### config.mk
export PLATFORM = sky130hd
export DESIGN_NAME = writebuffer_coalesce_flat
export DESIGN_NICKNAME = d
export VERILOG_FILES = /design/src/rtl/mem_pkg.sv /design/src/rtl/writebuffer_coalesce_if.sv /design/src/rtl/wb_entry.sv /design/src/rtl/writebuffer_coalesce.sv /design/src/flat_wrapper.sv
export SDC_FILE = /design/constraint.sdc
export NUM_CORES = 1
export LEC_CHECK = 0
export ABC_AREA = 1
export ABC_CLOCK_PERIOD_IN_PS = 3200
export BUFFER_PORTS_ARGS = -buffer_cell sky130_fd_sc_hd__buf_2
export CELL_PAD_IN_SITES_DETAIL_PLACEMENT = 1
export CELL_PAD_IN_SITES_GLOBAL_PLACEMENT = 2
export CORE_UTILIZATION = 30
export CTS_BUF_LIST = sky130_fd_sc_hd__clkbuf_2 sky130_fd_sc_hd__clkbuf_4 sky130_fd_sc_hd__clkbuf_8
export DETAILED_ROUTE_END_ITERATION = 10
export GPL_TIMING_DRIVEN = 1
export PLACE_DENSITY = 0.74
export RECOVER_POWER = 25
export SETUP_SLACK_MARGIN = 0.3
export SYNTH_ARGS = -nofsm -noshare
export SYNTH_HDL_FRONTEND = slang
export SYNTH_SLANG_ARGS = --single-unit
### constraint.sdc
create_clock -name ph1 -period 3.2 [get_ports ph1]
set_input_delay 0.16 -clock ph1 [delete_from_list [all_inputs] [get_ports ph1]]
set_output_delay 0.16 -clock ph1 [all_outputs]
set_load 0.005 [all_outputs]
### src/rtl/mem_pkg.sv
// rtl/mem_pkg.sv - shared widths, drain-state encoding and byte-lane merge helper
package mem_pkg;

    localparam int WB_AW     = 27;
    localparam int WB_DW     = 32;
    localparam int WB_MAX_DW = 512;
    localparam int WB_MAX_BW = WB_MAX_DW / 8;

    typedef enum logic {
        WB_IDLE  = 1'b0,
        WB_ISSUE = 1'b1
    } wb_state_t;

    // Callers zero-extend into the widest supported bus and truncate the result.
    function automatic logic [WB_MAX_DW-1:0] merge_lanes(
        input logic [WB_MAX_DW-1:0] old_d,
        input logic [WB_MAX_DW-1:0] new_d,
        input logic [WB_MAX_BW-1:0] be
    );
        logic [WB_MAX_DW-1:0] r;
        r = old_d;
        for (int i = 0; i < WB_MAX_BW; i++) begin
            if (be[i]) begin
                r[8*i +: 8] = new_d[8*i +: 8];
            end
        end
        return r;
    endfunction

endpackage

### src/rtl/writebuffer_coalesce_if.sv
// rtl/writebuffer_coalesce_if.sv - write, lookup and memory-side signals of the write buffer
interface writebuffer_coalesce_if
    import mem_pkg::*;
#(
    parameter int AW = WB_AW,
    parameter int DW = WB_DW
) ();
    localparam int BW = DW / 8;

    logic [AW-1:0] adr;
    logic [DW-1:0] data;
    logic [BW-1:0] byteen;
    logic          en;
    logic          done;
    logic          flush;
    logic          empty;
    logic          full;

    logic [AW-1:0] lkadr;
    logic          lkhit;
    logic [DW-1:0] lkdata;
    logic [BW-1:0] lkbyteen;

    logic [AW-1:0] memadr;
    logic [DW-1:0] memdata;
    logic [BW-1:0] membyteen;
    logic          memen;
    logic          memdone;

    modport master (
        output adr, data, byteen, en, flush, lkadr, memdone,
        input  done, empty, full, lkhit, lkdata, lkbyteen,
        input  memadr, memdata, membyteen, memen
    );

    modport slave (
        input  adr, data, byteen, en, flush, lkadr, memdone,
        output done, empty, full, lkhit, lkdata, lkbyteen,
        output memadr, memdata, membyteen, memen
    );

endinterface

### src/rtl/wb_entry.sv
// rtl/wb_entry.sv - one write-buffer slot: storage, lane merge and address compare
module wb_entry
    import mem_pkg::*;
#(
    parameter int AW = WB_AW,
    parameter int DW = WB_DW
) (
    input  logic              ph1,
    input  logic              reset,
    input  logic              alloc,
    input  logic              merge,
    input  logic              retire,
    input  logic [AW-1:0]     wadr,
    input  logic [DW-1:0]     wdata,
    input  logic [DW/8-1:0]   wbyteen,
    input  logic [AW-1:0]     lkadr,
    output logic              valid,
    output logic [AW-1:0]     adr,
    output logic [DW-1:0]     data,
    output logic [DW/8-1:0]   byteen,
    output logic [DW-1:0]     mdata,
    output logic [DW/8-1:0]   mbyteen,
    output logic              wmatch,
    output logic              lkmatch
);

    // Merged view is exported so the drain path can latch it on the same edge as the merge.
    assign mdata   = DW'(merge_lanes(WB_MAX_DW'(data), WB_MAX_DW'(wdata), WB_MAX_BW'(wbyteen)));
    assign mbyteen = byteen | wbyteen;

    assign wmatch  = valid & (adr == wadr);
    assign lkmatch = valid & (adr == lkadr);

    always_ff @(posedge ph1 or negedge reset) begin
        if (!reset) begin
            valid  <= 1'b0;
            adr    <= '0;
            data   <= '0;
            byteen <= '0;
        end else if (alloc) begin
            valid  <= 1'b1;
            adr    <= wadr;
            data   <= wdata;
            byteen <= wbyteen;
        end else if (merge) begin
            data   <= mdata;
            byteen <= mbyteen;
        end else if (retire) begin
            valid  <= 1'b0;
        end
    end

endmodule

### src/rtl/writebuffer_coalesce.sv
// rtl/writebuffer_coalesce.sv - coalescing posted-write FIFO between D-cache and memory arbiter
module writebuffer_coalesce
    import mem_pkg::*;
#(
    parameter int DEPTH = 4,
    parameter int AW    = WB_AW,
    parameter int DW    = WB_DW
) (
    input  logic                  ph1,
    input  logic                  ph2,
    input  logic                  reset,
    writebuffer_coalesce_if.slave bus
);

    localparam int BW = DW / 8;
    localparam int PW = $clog2(DEPTH);
    localparam int CW = $clog2(DEPTH + 1);

    logic unused_ph2;
    assign unused_ph2 = ph2;

    logic [PW-1:0] wrptr;
    logic [PW-1:0] rdptr;
    logic [PW-1:0] nxtptr;
    logic [PW-1:0] selptr;
    logic [CW-1:0] count;
    wb_state_t     state;
    logic          issued;

    logic [DEPTH-1:0] e_valid;
    logic [DEPTH-1:0] e_wmatch;
    logic [DEPTH-1:0] e_lkmatch;
    logic [DEPTH-1:0] cmatch;
    logic [DEPTH-1:0] alloc;
    logic [DEPTH-1:0] merge;
    logic [DEPTH-1:0] retire;

    logic [AW-1:0] e_adr     [DEPTH];
    logic [DW-1:0] e_data    [DEPTH];
    logic [BW-1:0] e_byteen  [DEPTH];
    logic [DW-1:0] e_mdata   [DEPTH];
    logic [BW-1:0] e_mbyteen [DEPTH];

    logic          any_cmatch;
    logic          accept;
    logic          is_full;
    logic          retiring;
    logic          load_head;
    logic [AW-1:0] sel_adr;
    logic [DW-1:0] sel_data;
    logic [BW-1:0] sel_byteen;

    logic          memen_q;
    logic [AW-1:0] memadr_q;
    logic [DW-1:0] memdata_q;
    logic [BW-1:0] membyteen_q;

    logic [DW-1:0] lk_data;
    logic [BW-1:0] lk_byteen;

    assign issued     = (state == WB_ISSUE);
    assign nxtptr     = rdptr + PW'(1);
    assign is_full    = (count == CW'(DEPTH));
    assign any_cmatch = |cmatch;
    assign accept     = bus.en & ~bus.flush & (any_cmatch | ~is_full);
    assign retiring   = issued & bus.memdone;

    genvar gi;
    generate
        for (gi = 0; gi < DEPTH; gi++) begin : g_entry
            // The in-flight head is frozen; a same-address write behind it gets its own slot.
            assign cmatch[gi] = e_wmatch[gi] & ~(issued & (rdptr == PW'(gi)));
            assign merge[gi]  = accept & cmatch[gi];
            assign alloc[gi]  = accept & ~any_cmatch & (wrptr == PW'(gi));
            assign retire[gi] = retiring & (rdptr == PW'(gi));

            wb_entry #(
                .AW (AW),
                .DW (DW)
            ) u_entry (
                .ph1     (ph1),
                .reset   (reset),
                .alloc   (alloc[gi]),
                .merge   (merge[gi]),
                .retire  (retire[gi]),
                .wadr    (bus.adr),
                .wdata   (bus.data),
                .wbyteen (bus.byteen),
                .lkadr   (bus.lkadr),
                .valid   (e_valid[gi]),
                .adr     (e_adr[gi]),
                .data    (e_data[gi]),
                .byteen  (e_byteen[gi]),
                .mdata   (e_mdata[gi]),
                .mbyteen (e_mbyteen[gi]),
                .wmatch  (e_wmatch[gi]),
                .lkmatch (e_lkmatch[gi])
            );
        end
    endgenerate

    // Idle loads the head; issue loads its successor once the head completes.
    assign selptr     = issued ? nxtptr : rdptr;
    assign load_head  = issued ? (bus.memdone & e_valid[nxtptr]) : e_valid[rdptr];
    assign sel_adr    = e_adr[selptr];
    assign sel_data   = merge[selptr] ? e_mdata[selptr]   : e_data[selptr];
    assign sel_byteen = merge[selptr] ? e_mbyteen[selptr] : e_byteen[selptr];

    always_ff @(posedge ph1 or negedge reset) begin
        if (!reset) begin
            state       <= WB_IDLE;
            wrptr       <= '0;
            rdptr       <= '0;
            count       <= '0;
            memen_q     <= 1'b0;
            memadr_q    <= '0;
            memdata_q   <= '0;
            membyteen_q <= '0;
        end else begin
            if (|alloc) begin
                wrptr <= wrptr + PW'(1);
            end
            count <= count + CW'(|alloc) - CW'(retiring);
            if (retiring) begin
                rdptr <= nxtptr;
            end
            case (state)
                WB_IDLE: begin
                    if (load_head) begin
                        state       <= WB_ISSUE;
                        memen_q     <= 1'b1;
                        memadr_q    <= sel_adr;
                        memdata_q   <= sel_data;
                        membyteen_q <= sel_byteen;
                    end
                end
                WB_ISSUE: begin
                    if (bus.memdone) begin
                        if (load_head) begin
                            memadr_q    <= sel_adr;
                            memdata_q   <= sel_data;
                            membyteen_q <= sel_byteen;
                        end else begin
                            state   <= WB_IDLE;
                            memen_q <= 1'b0;
                        end
                    end
                end
                default: begin
                    state   <= WB_IDLE;
                    memen_q <= 1'b0;
                end
            endcase
        end
    end

    // Walk oldest to youngest so younger matches overwrite older lanes.
    always_comb begin
        logic [PW-1:0] idx;
        lk_data   = '0;
        lk_byteen = '0;
        idx       = rdptr;
        for (int k = 0; k < DEPTH; k++) begin
            idx = rdptr + PW'(k);
            if (e_lkmatch[idx]) begin
                lk_byteen = lk_byteen | e_byteen[idx];
                for (int b = 0; b < BW; b++) begin
                    if (e_byteen[idx][b]) begin
                        lk_data[8*b +: 8] = e_data[idx][8*b +: 8];
                    end
                end
            end
        end
    end

    assign bus.done      = accept;
    assign bus.empty     = (count == '0);
    assign bus.full      = is_full;
    assign bus.lkhit     = |e_lkmatch;
    assign bus.lkdata    = lk_data;
    assign bus.lkbyteen  = lk_byteen;
    assign bus.memen     = memen_q;
    assign bus.memadr    = memadr_q;
    assign bus.memdata   = memdata_q;
    assign bus.membyteen = membyteen_q;

endmodule

### src/flat_wrapper.sv
// flat-port wrapper written by rule: the top's interface ports become plain ports
module writebuffer_coalesce_flat import mem_pkg::*;
#(
    parameter int DEPTH = 4,
    parameter int AW    = WB_AW,
    parameter int DW    = WB_DW
)
  (ph1, ph2, reset, bus_adr, bus_data, bus_byteen, bus_en, bus_flush, bus_lkadr, bus_memdone, bus_done, bus_empty, bus_full, bus_lkhit, bus_lkdata, bus_lkbyteen, bus_memadr, bus_memdata, bus_membyteen, bus_memen);
  writebuffer_coalesce_if #(.AW(AW), .DW(DW)) bus_i ();
  input  logic ph1;
  input  logic ph2;
  input  logic reset;
  input wire logic [$bits(bus_i.adr)-1:0] bus_adr;
  input wire logic [$bits(bus_i.data)-1:0] bus_data;
  input wire logic [$bits(bus_i.byteen)-1:0] bus_byteen;
  input wire logic [$bits(bus_i.en)-1:0] bus_en;
  input wire logic [$bits(bus_i.flush)-1:0] bus_flush;
  input wire logic [$bits(bus_i.lkadr)-1:0] bus_lkadr;
  input wire logic [$bits(bus_i.memdone)-1:0] bus_memdone;
  output wire logic [$bits(bus_i.done)-1:0] bus_done;
  output wire logic [$bits(bus_i.empty)-1:0] bus_empty;
  output wire logic [$bits(bus_i.full)-1:0] bus_full;
  output wire logic [$bits(bus_i.lkhit)-1:0] bus_lkhit;
  output wire logic [$bits(bus_i.lkdata)-1:0] bus_lkdata;
  output wire logic [$bits(bus_i.lkbyteen)-1:0] bus_lkbyteen;
  output wire logic [$bits(bus_i.memadr)-1:0] bus_memadr;
  output wire logic [$bits(bus_i.memdata)-1:0] bus_memdata;
  output wire logic [$bits(bus_i.membyteen)-1:0] bus_membyteen;
  output wire logic [$bits(bus_i.memen)-1:0] bus_memen;
  assign bus_i.adr = bus_adr;
  assign bus_i.data = bus_data;
  assign bus_i.byteen = bus_byteen;
  assign bus_i.en = bus_en;
  assign bus_i.flush = bus_flush;
  assign bus_i.lkadr = bus_lkadr;
  assign bus_i.memdone = bus_memdone;
  assign bus_done = bus_i.done;
  assign bus_empty = bus_i.empty;
  assign bus_full = bus_i.full;
  assign bus_lkhit = bus_i.lkhit;
  assign bus_lkdata = bus_i.lkdata;
  assign bus_lkbyteen = bus_i.lkbyteen;
  assign bus_memadr = bus_i.memadr;
  assign bus_memdata = bus_i.memdata;
  assign bus_membyteen = bus_i.membyteen;
  assign bus_memen = bus_i.memen;
  writebuffer_coalesce #(.DEPTH(DEPTH), .AW(AW), .DW(DW)) u_core (.ph1(ph1), .ph2(ph2), .reset(reset), .bus(bus_i));
endmodule
; ---- Word level (Yosys, flattened, before mapping)
; Cells that the tools add are included.
[totals]
ff_bits = 328
latch_bits = 0
ram_bits = 0
romBits = 0
wordCells = 276
memories = 0
[op_classes]
n_addsub = 6
n_mul = 0
div_mod_pow = 0
magnitude_cmp = 10
n_eq_ne = 22
n_shift = 0
mux = 141
bitwise_logic = 54
reduce_logical = 19
[ops]
columns = operator, count
row1 = 2-to-1 mux 32 bit, 27
row2 = binary-select mux 32 bit (select 2 bit), 6
row3 = 2-to-1 mux 8 bit, 32
row4 = equality test 27 bit, 8
row5 = 2-to-1 mux 27 bit, 4
row6 = 2-to-1 mux 4 bit, 27
row7 = one-hot mux 32 bit (2 select lines), 1
row8 = binary-select mux 27 bit (select 2 bit), 1
row9 = one-hot mux 27 bit (2 select lines), 1
row10 = binary-select mux 4 bit (select 2 bit), 6
row11 = bitwise AND 1 bit, 33
row12 = OR 4 bit, 7
row13 = 2-to-1 mux 1 bit, 25
row14 = nonzero test 2 bit, 8
row15 = "greater-or-equal comparator 3 bit, second input constant", 5
row16 = "< comparator 2 x 3 -> 1 bit, second input constant", 5
row17 = inverter 2 -> 3 bit, 5
row18 = binary-select mux 1 bit (select 2 bit), 7
row19 = "!= test 2 bit, second input constant", 6
row20 = OR reduction 4 bit, 3
row21 = "equality test 2 bit, second input constant", 4
row22 = inverter 1 bit, 8
row23 = one-hot mux 4 bit (2 select lines), 1
row24 = AND reduction 2 bit, 4
row25 = 13 further kinds, 18

; ---- Longest topological paths before layout
[logic_depth]
word_depth = 14
depth_mapped = 24
depth_no_buf = 21

; ---- Modules after synthesis
; A second synthesis with hierarchy kept.
[unflattened]
hier_cells = 4746
hier_area_um2 = 27774.1
[modules_own_cells]
columns = module, instances, cells_each, area_per_inst_um2
row1 = wb_entry, 4, 671, 4146.5
row2 = writebuffer_coalesce, 1, 2062, 11188.2

; ---- Worst setup path before layout
; No wires, ideal clock.
[synth_timing]
path_type = register -> register
start = register u_core.rdptr[1]
end = register u_core.count[1]
t_arrival_ns = 3.440
required_time_ns = 3.136
path_slack_ns = -0.304
stages_incl_launch_ff = 25
period_less_slack_ns = 3.504
cell_sequence = dfrtp_1 > clkinv_1 > clkbuf_1 > clkbuf_1 > clkbuf_1 > ha_1 > nand2_1 > nand2_1 > nor2_1 > nand2_1 > nor2_1 > nand2_1 > nor2_1 > nor2_1 > nand3_2 > nand2_2 > inv_2 > nand2_4 > inv_6 > o21ai_0 > nand2_1 > ha_1 > inv_1 > fa_1 > inv_1
[synth_between]
elab_chain_cells = 12
word_cells_on_any_way = 28
cone_classes = add/sub: 2 / eq/ne: 3 / bitwise: 20 / reduce/logical: 3
[synth_rtl]
columns = element, line
row1 = from (decl), writebuffer_coalesce.sv:23  ; logic [PW-1:0] rdptr;
row2 = from (signal assigned), writebuffer_coalesce.sv:125  ; rdptr <= nxtptr;
row3 = "equality test 2 x 1 -> 1 bit, or another cell as far along", writebuffer_coalesce.sv:72  ; assign cmatch[gi] = e_wmatch[gi] & ~(issued & (rdptr == PW'(gi)));
row4 = bitwise AND 1 bit, writebuffer_coalesce.sv:72
row5 = inverter 1 bit, writebuffer_coalesce.sv:72
row6 = bitwise AND 1 bit, writebuffer_coalesce.sv:72
row7 = OR reduction 4 bit *, writebuffer_coalesce.sv:64  ; assign any_cmatch = |cmatch;
row8 = OR 1 bit *, writebuffer_coalesce.sv:65  ; assign accept = bus.en & ~bus.flush & (any_cmatch | ~is_full);
row9 = bitwise AND 1 bit *, writebuffer_coalesce.sv:65
row10 = via bus_done, flat_wrapper.sv:20  ; output wire logic [$bits(bus_i.done)-1:0] bus_done;
row11 = bitwise AND 1 bit *, writebuffer_coalesce.sv:74  ; assign alloc[gi] = accept & ~any_cmatch & (wrptr == PW'(gi));
row12 = bitwise AND 1 bit, writebuffer_coalesce.sv:74
row13 = OR reduction 4 bit *, writebuffer_coalesce.sv:123  ; count <= count + CW'(|alloc) - CW'(retiring);
row14 = adder 3 x 1 -> 3 bit *, writebuffer_coalesce.sv:123
row15 = subtractor 3 x 1 -> 3 bit *, writebuffer_coalesce.sv:123
row16 = to (signal assigned), writebuffer_coalesce.sv:123
row17 = to (decl), writebuffer_coalesce.sv:26  ; logic [CW-1:0] count;
; Mark *: on every way through the listed nets, which the timed path passes. The rest lies on a longest branch.
; A chain may end at the register's enable or synchronous reset.

; ---- Final worst setup path
[layout_timing]
start = register u_core.g_entry[2].u_entry.adr[9]
end = register u_core.memdata_q[4] (netlist: u_core.bus.memdata[4])
[layout_between]
elab_chain_cells = 13
word_cells_on_any_way = 16
cone_classes = eq/ne: 1 / mux: 6 / bitwise: 8 / reduce/logical: 1
[layout_rtl]
columns = element, line
row1 = from (decl), wb_entry.sv:18  ; output logic [AW-1:0] adr,
row2 = from (signal assigned), wb_entry.sv:42  ; adr <= wadr;
row3 = equality test 27 bit *, wb_entry.sv:31  ; assign wmatch = valid & (adr == wadr);
row4 = bitwise AND 1 bit *, wb_entry.sv:31
row5 = bitwise AND 1 bit *, writebuffer_coalesce.sv:72
row6 = OR reduction 4 bit, writebuffer_coalesce.sv:64
row7 = OR 1 bit, writebuffer_coalesce.sv:65
row8 = bitwise AND 1 bit, writebuffer_coalesce.sv:65
row9 = bitwise AND 1 bit, writebuffer_coalesce.sv:73  ; assign merge[gi] = accept & cmatch[gi];
row10 = binary-select mux 1 bit (select 2 bit) *, writebuffer_coalesce.sv:106  ; assign sel_data = merge[selptr] ? e_mdata[selptr] : e_data[selptr];
row11 = 2-to-1 mux 1 bit (implied by the code) *, writebuffer_coalesce.sv:106
row12 = 2-to-1 mux 32 bit *, writebuffer_coalesce.sv:106
row13 = 2-to-1 mux 32 bit *, "writebuffer_coalesce.sv:129, writebuffer_coalesce.sv:139"
row14 = 2-to-1 mux 32 bit, writebuffer_coalesce.sv:138  ; if (bus.memdone) begin
row15 = one-hot mux 32 bit (2 select lines) *, writebuffer_coalesce.sv:127  ; case (state)
row16 = to (signal assigned), writebuffer_coalesce.sv:133  ; memdata_q <= sel_data;
row17 = to (signal assigned), writebuffer_coalesce.sv:141  ; memdata_q <= sel_data;
row18 = to (decl), writebuffer_coalesce.sv:55  ; logic [DW-1:0] memdata_q;
; Every way passes the cells marked *; elsewhere a longest branch is shown, timed or not. The select of a mux whose other input is x is not followed.

==> impl_metrics.csv <==
group,metric,value,unit
status,run_status,"complete, but fails checks",
status,violations,"max-capacitance violations, max-slew violations, negative setup slack",
die,die_h,299,um
clock_tree,cts_tree,"built",
logic_synthesis,synthDistinctLibCells,50,
power,power.leakage,18.8,nW
route,ant_nets,0,
sta,tightestPinTransition,2610,ps
cells_and_area,fin_nets,5016,
worst_setup_path,cp-end-kind,"register",
logic_synthesis,synth_xor_area_share,1.49,%
logic_synthesis,synth_edf_count,0,
logic_synthesis,synth_top_family_by_area,"simple AND/OR/NAND/NOR gates",
worst_setup_path,cpMostUsedCell,"buf_6",
cells_and_area,nFillCells,11100,
die,coreArea,87000,um2
worst_setup_path,crit_slowest_cell,"dfrtp_1",
sta,hold_viol_final,0,
worst_setup_path,path_class,"register to register",
logic_synthesis,yosysSeqAreaShare,31.0,%
place,port_buffers,198,
worst_setup_path,cp_data_required_time,3820,ps
global_routing,antenna_found_initial,7,
worst_setup_path,endpoint,"u_core.bus.memdata[4]$_DFFE_PN0P_",
logic_synthesis,syn_area,26400,um2
worst_setup_path,r2r_setup_slack,-380,ps
route,avgRoutedWirePerCell,26.8,um
logic_synthesis,muxShareOfSynthArea,0.379,%
place,place.gp.congestion,1.08,
die,die_x,299,um
logic_synthesis,syn-num-nets,4534,
global_routing,grt_max_degree,153,
power,vdd_drop_max,1.28,mV
worst_setup_path,r2r_cells,30,
sta,max_freq,280,MHz
cells_and_area,utilization,44.6,%
clock_tree,cts_sinks,328,
global_routing,grt_pass1_vias,33100,
worst_setup_path,arrival,4200,ps
route,drtIter0Drc,3301,
sta,rsz0062_at_grt,"yes",
die,rows,108,
cells_and_area,drive_above_1_share,28.9,%
logic_synthesis,syn_area_per_cell,5.97,um2
cells_and_area,stdcell_area,38800,um2
sta,period_share,112,%
worst_setup_path,timing.rr.end,"u_core.bus.memdata[4]$_DFFE_PN0P_",
clock_tree,clockRootBuffer,"clkbuf_8",
min_path,hold_path_startpoint,"bus_byteen[3]",
clock_tree,clk_path_buf_depth,3,
place,placed_cell_area,30500,um2
clock_tree,clk_latency,690,ps
worst_setup_path,r2r_start,"u_core.g_entry[2].u_entry.adr[9]$_DFFE_PN0P_",
sta,finalCriticalPeriod,3580,ps
logic_synthesis,async_flop_share,100,%
die,die_area,89300,um2
global_routing,grt_pass1_wl,226000,um
power,power.density,1330,nW/um2
sta,finalSetupViolCount,330,
logic_synthesis,yosysWarnings,0,
clock_tree,htreeDepth,3,
global_routing,track_usage,34.1,%
clock_tree,cts_buffers,70,
cells_and_area,areaGrowthSynthToFinish,46.7,%
place,dp.final_hpwl,108000,um
logic_synthesis,synth_ff_type,"dfrtp_1",
die,start_util,30.4,%
worst_setup_path,max_stage_delay,380,ps
route,drtPass1Iterations,5,
sta,post-route-worst-setup-slack,-376,ps
route,drc_errors,0,
worst_setup_path,crit_fanout,7,
cells_and_area,final_common_cell,"nand2_1",
worst_setup_path,cp-start-kind,"register",
min_path,hold_class,"primary input to register",
route,num_vias,34500,
sta,skew,29.6,ps
power,power,51.5,mW
sta,slew_headroom,-74.3,%
clock_tree,path_clk_slew,60,ps
logic_synthesis,syn_inst,4427,
sta,final_max_slew_viol_count,79,
global_routing,grt_overflow,0,
cells_and_area,final_cell_mix,"nand2_1, o21ai_0, inv_1",
route,via_per_inst,5.64,
logic_synthesis,ys_ff_latch,328,
worst_setup_path,crit_start,"u_core.g_entry[2].u_entry.adr[9]$_DFFE_PN0P_",
logic_synthesis,synth_fa_ha_area_share,0.549,%
logic_synthesis,synth_compound_area_share,19.2,%
job,maxCapViolCount,1,
place,dp_slack,49.9,ps
route,totalWireLength,164000,um
die,top_level_ports,200,
logic_synthesis,yosys.area_share.simple,37.7,%
sta,setup_tns,-79160,ps
==> synthesized netlist by cell type, types with 2 or more instances <==
cell / number / area [um2]
nand2_1: 1674 / 6280
o21ai_0: 673 / 3370
nand3_1: 370 / 1850
inv_1: 329 / 1230
dfrtp_1: 328 / 8210
nor2_1: 286 / 1070
a21oi_1: 175 / 876
clkbuf_1: 161 / 604
nand4_1: 50 / 313
buf_2: 44 / 220
inv_2: 38 / 143
a32o_1: 32 / 320
o21ai_1: 31 / 155
xnor2_1: 27 / 236
buf_1: 25 / 93.8
nor3_1: 18 / 90.1
o22ai_1: 18 / 113
xor2_1: 18 / 158
buf_4: 17 / 128
ha_1: 10 / 125
mux2i_1: 10 / 100
nor2_2: 9 / 56.3
o211ai_1: 9 / 67.6
a21boi_1: 7 / 52.6
buf_6: 7 / 78.8
nand3_2: 7 / 70.1
nand3b_1: 6 / 45.0
o21a_1: 6 / 45.0
clkinv_1: 5 / 18.8
o2111ai_1: 5 / 43.8
nand2_4: 4 / 45.0
and3_1: 3 / 18.8
nor4_1: 3 / 18.8
a21boi_0: 2 / 15.0
nand2b_1: 2 / 12.5
nand3b_2: 2 / 22.5
nor3b_1: 2 / 15.0
or2_2: 2 / 12.5
==> power by group <==
part | switching, mW | internal, mW
clock network | 2.29 | 2.86
registers | 2.35 | 6.21
logic | 23.6 | 14.1
total | 28.3 | 23.2
==> sequential cells by signal, indices dropped and copies added (netlist names) <==
register and flops:
u_core.g_entry.u_entry.data 128, u_core.g_entry.u_entry.adr 108, u_core.bus.memdata 32, u_core.bus.memadr 27, u_core.g_entry.u_entry.byteen 16, u_core.bus.membyteen 4, u_core.g_entry.u_entry.valid 4, u_core.count 3
u_core.rdptr 2, u_core.wrptr 2, u_core.bus.memen 1, u_core.issued 1
==> final cells by class <==
type,count,area (um2),area share (%)
inverter,373,1490,3.84
timing repair buffer,663,7130,18.4
sequential,328,8250,21.3
tap,1155,1450,3.73
clock inverter,13,104,0.268
clock buffer,111,1400,3.62
antenna,3,7.51,0.0194
multi-input combinational,3473,19000,48.9
==> critical path: cells and delay by family, from the launching register on <==
| family | cells | cell delay [ps] |
|---|---|---|
| and+or+nand+nor | 14 | 1340 |
| buffers and inverters | 16 | 1760 |
| DFF | 1 | 380 |
==> timing repair <==
action                                  CTS  global route
buffers inserted                         70            30
gates resized for setup                 453           640
gates cloned                             25            24
hold endpoints to repair                312             0
hold buffers                             61             0
endpoints found under the setup margin  314           334
pin swaps                                65           116
==> worst min path at each step <==
stage,endpoint,depth (start not counted)
after CTS,u_core.g_entry[1].u_entry.data[25]$_DFFE_PN0P_,5
after floorplan,u_core.bus.memadr[0]$_DFFE_PN0P_,0
after global placement,u_core.g_entry[0].u_entry.adr[21]$_DFFE_PN0P_,1
after detailed placement,u_core.g_entry[0].u_entry.adr[21]$_DFFE_PN0P_,1
after global routing,u_core.g_entry[1].u_entry.data[25]$_DFFE_PN0P_,5
final,u_core.g_entry[1].u_entry.data[26]$_DFFE_PN0P_,5
==> metal layers <==
metal  wire [um]  part of all wire [%]  GRT usage (%)
met2       70800                    43           51.9
met5          27                 0.016              0
met4        5770                   3.5           10.5
met1       73000                    45           48.5
met3       14400                   8.8           6.23
==> cells by family (layout without fill, tap and decap cells) <==
kind of cell             after synthesis  in the layout
buffers and inverters                627           1160
AO/OA/AOI/OAI                        962            962
adder cells (fa/ha/maj)               11             11
multiplexers                          10             10
flip-flops                           328            328
AND/OR/NAND/NOR                     2444           2445
XOR/XNOR                              45             45
other                                  0              3
==> per-stage QoR <==
stage                     hold WS [ps]  std cells
after floorplan                   -136       4427
after global placement             238       5782
after detailed placement           225       5782
after CTS                         84.1       6062
final                              133       6119
after global routing               146       6117
Note: power is estimated with default switching activity, not from simulation.
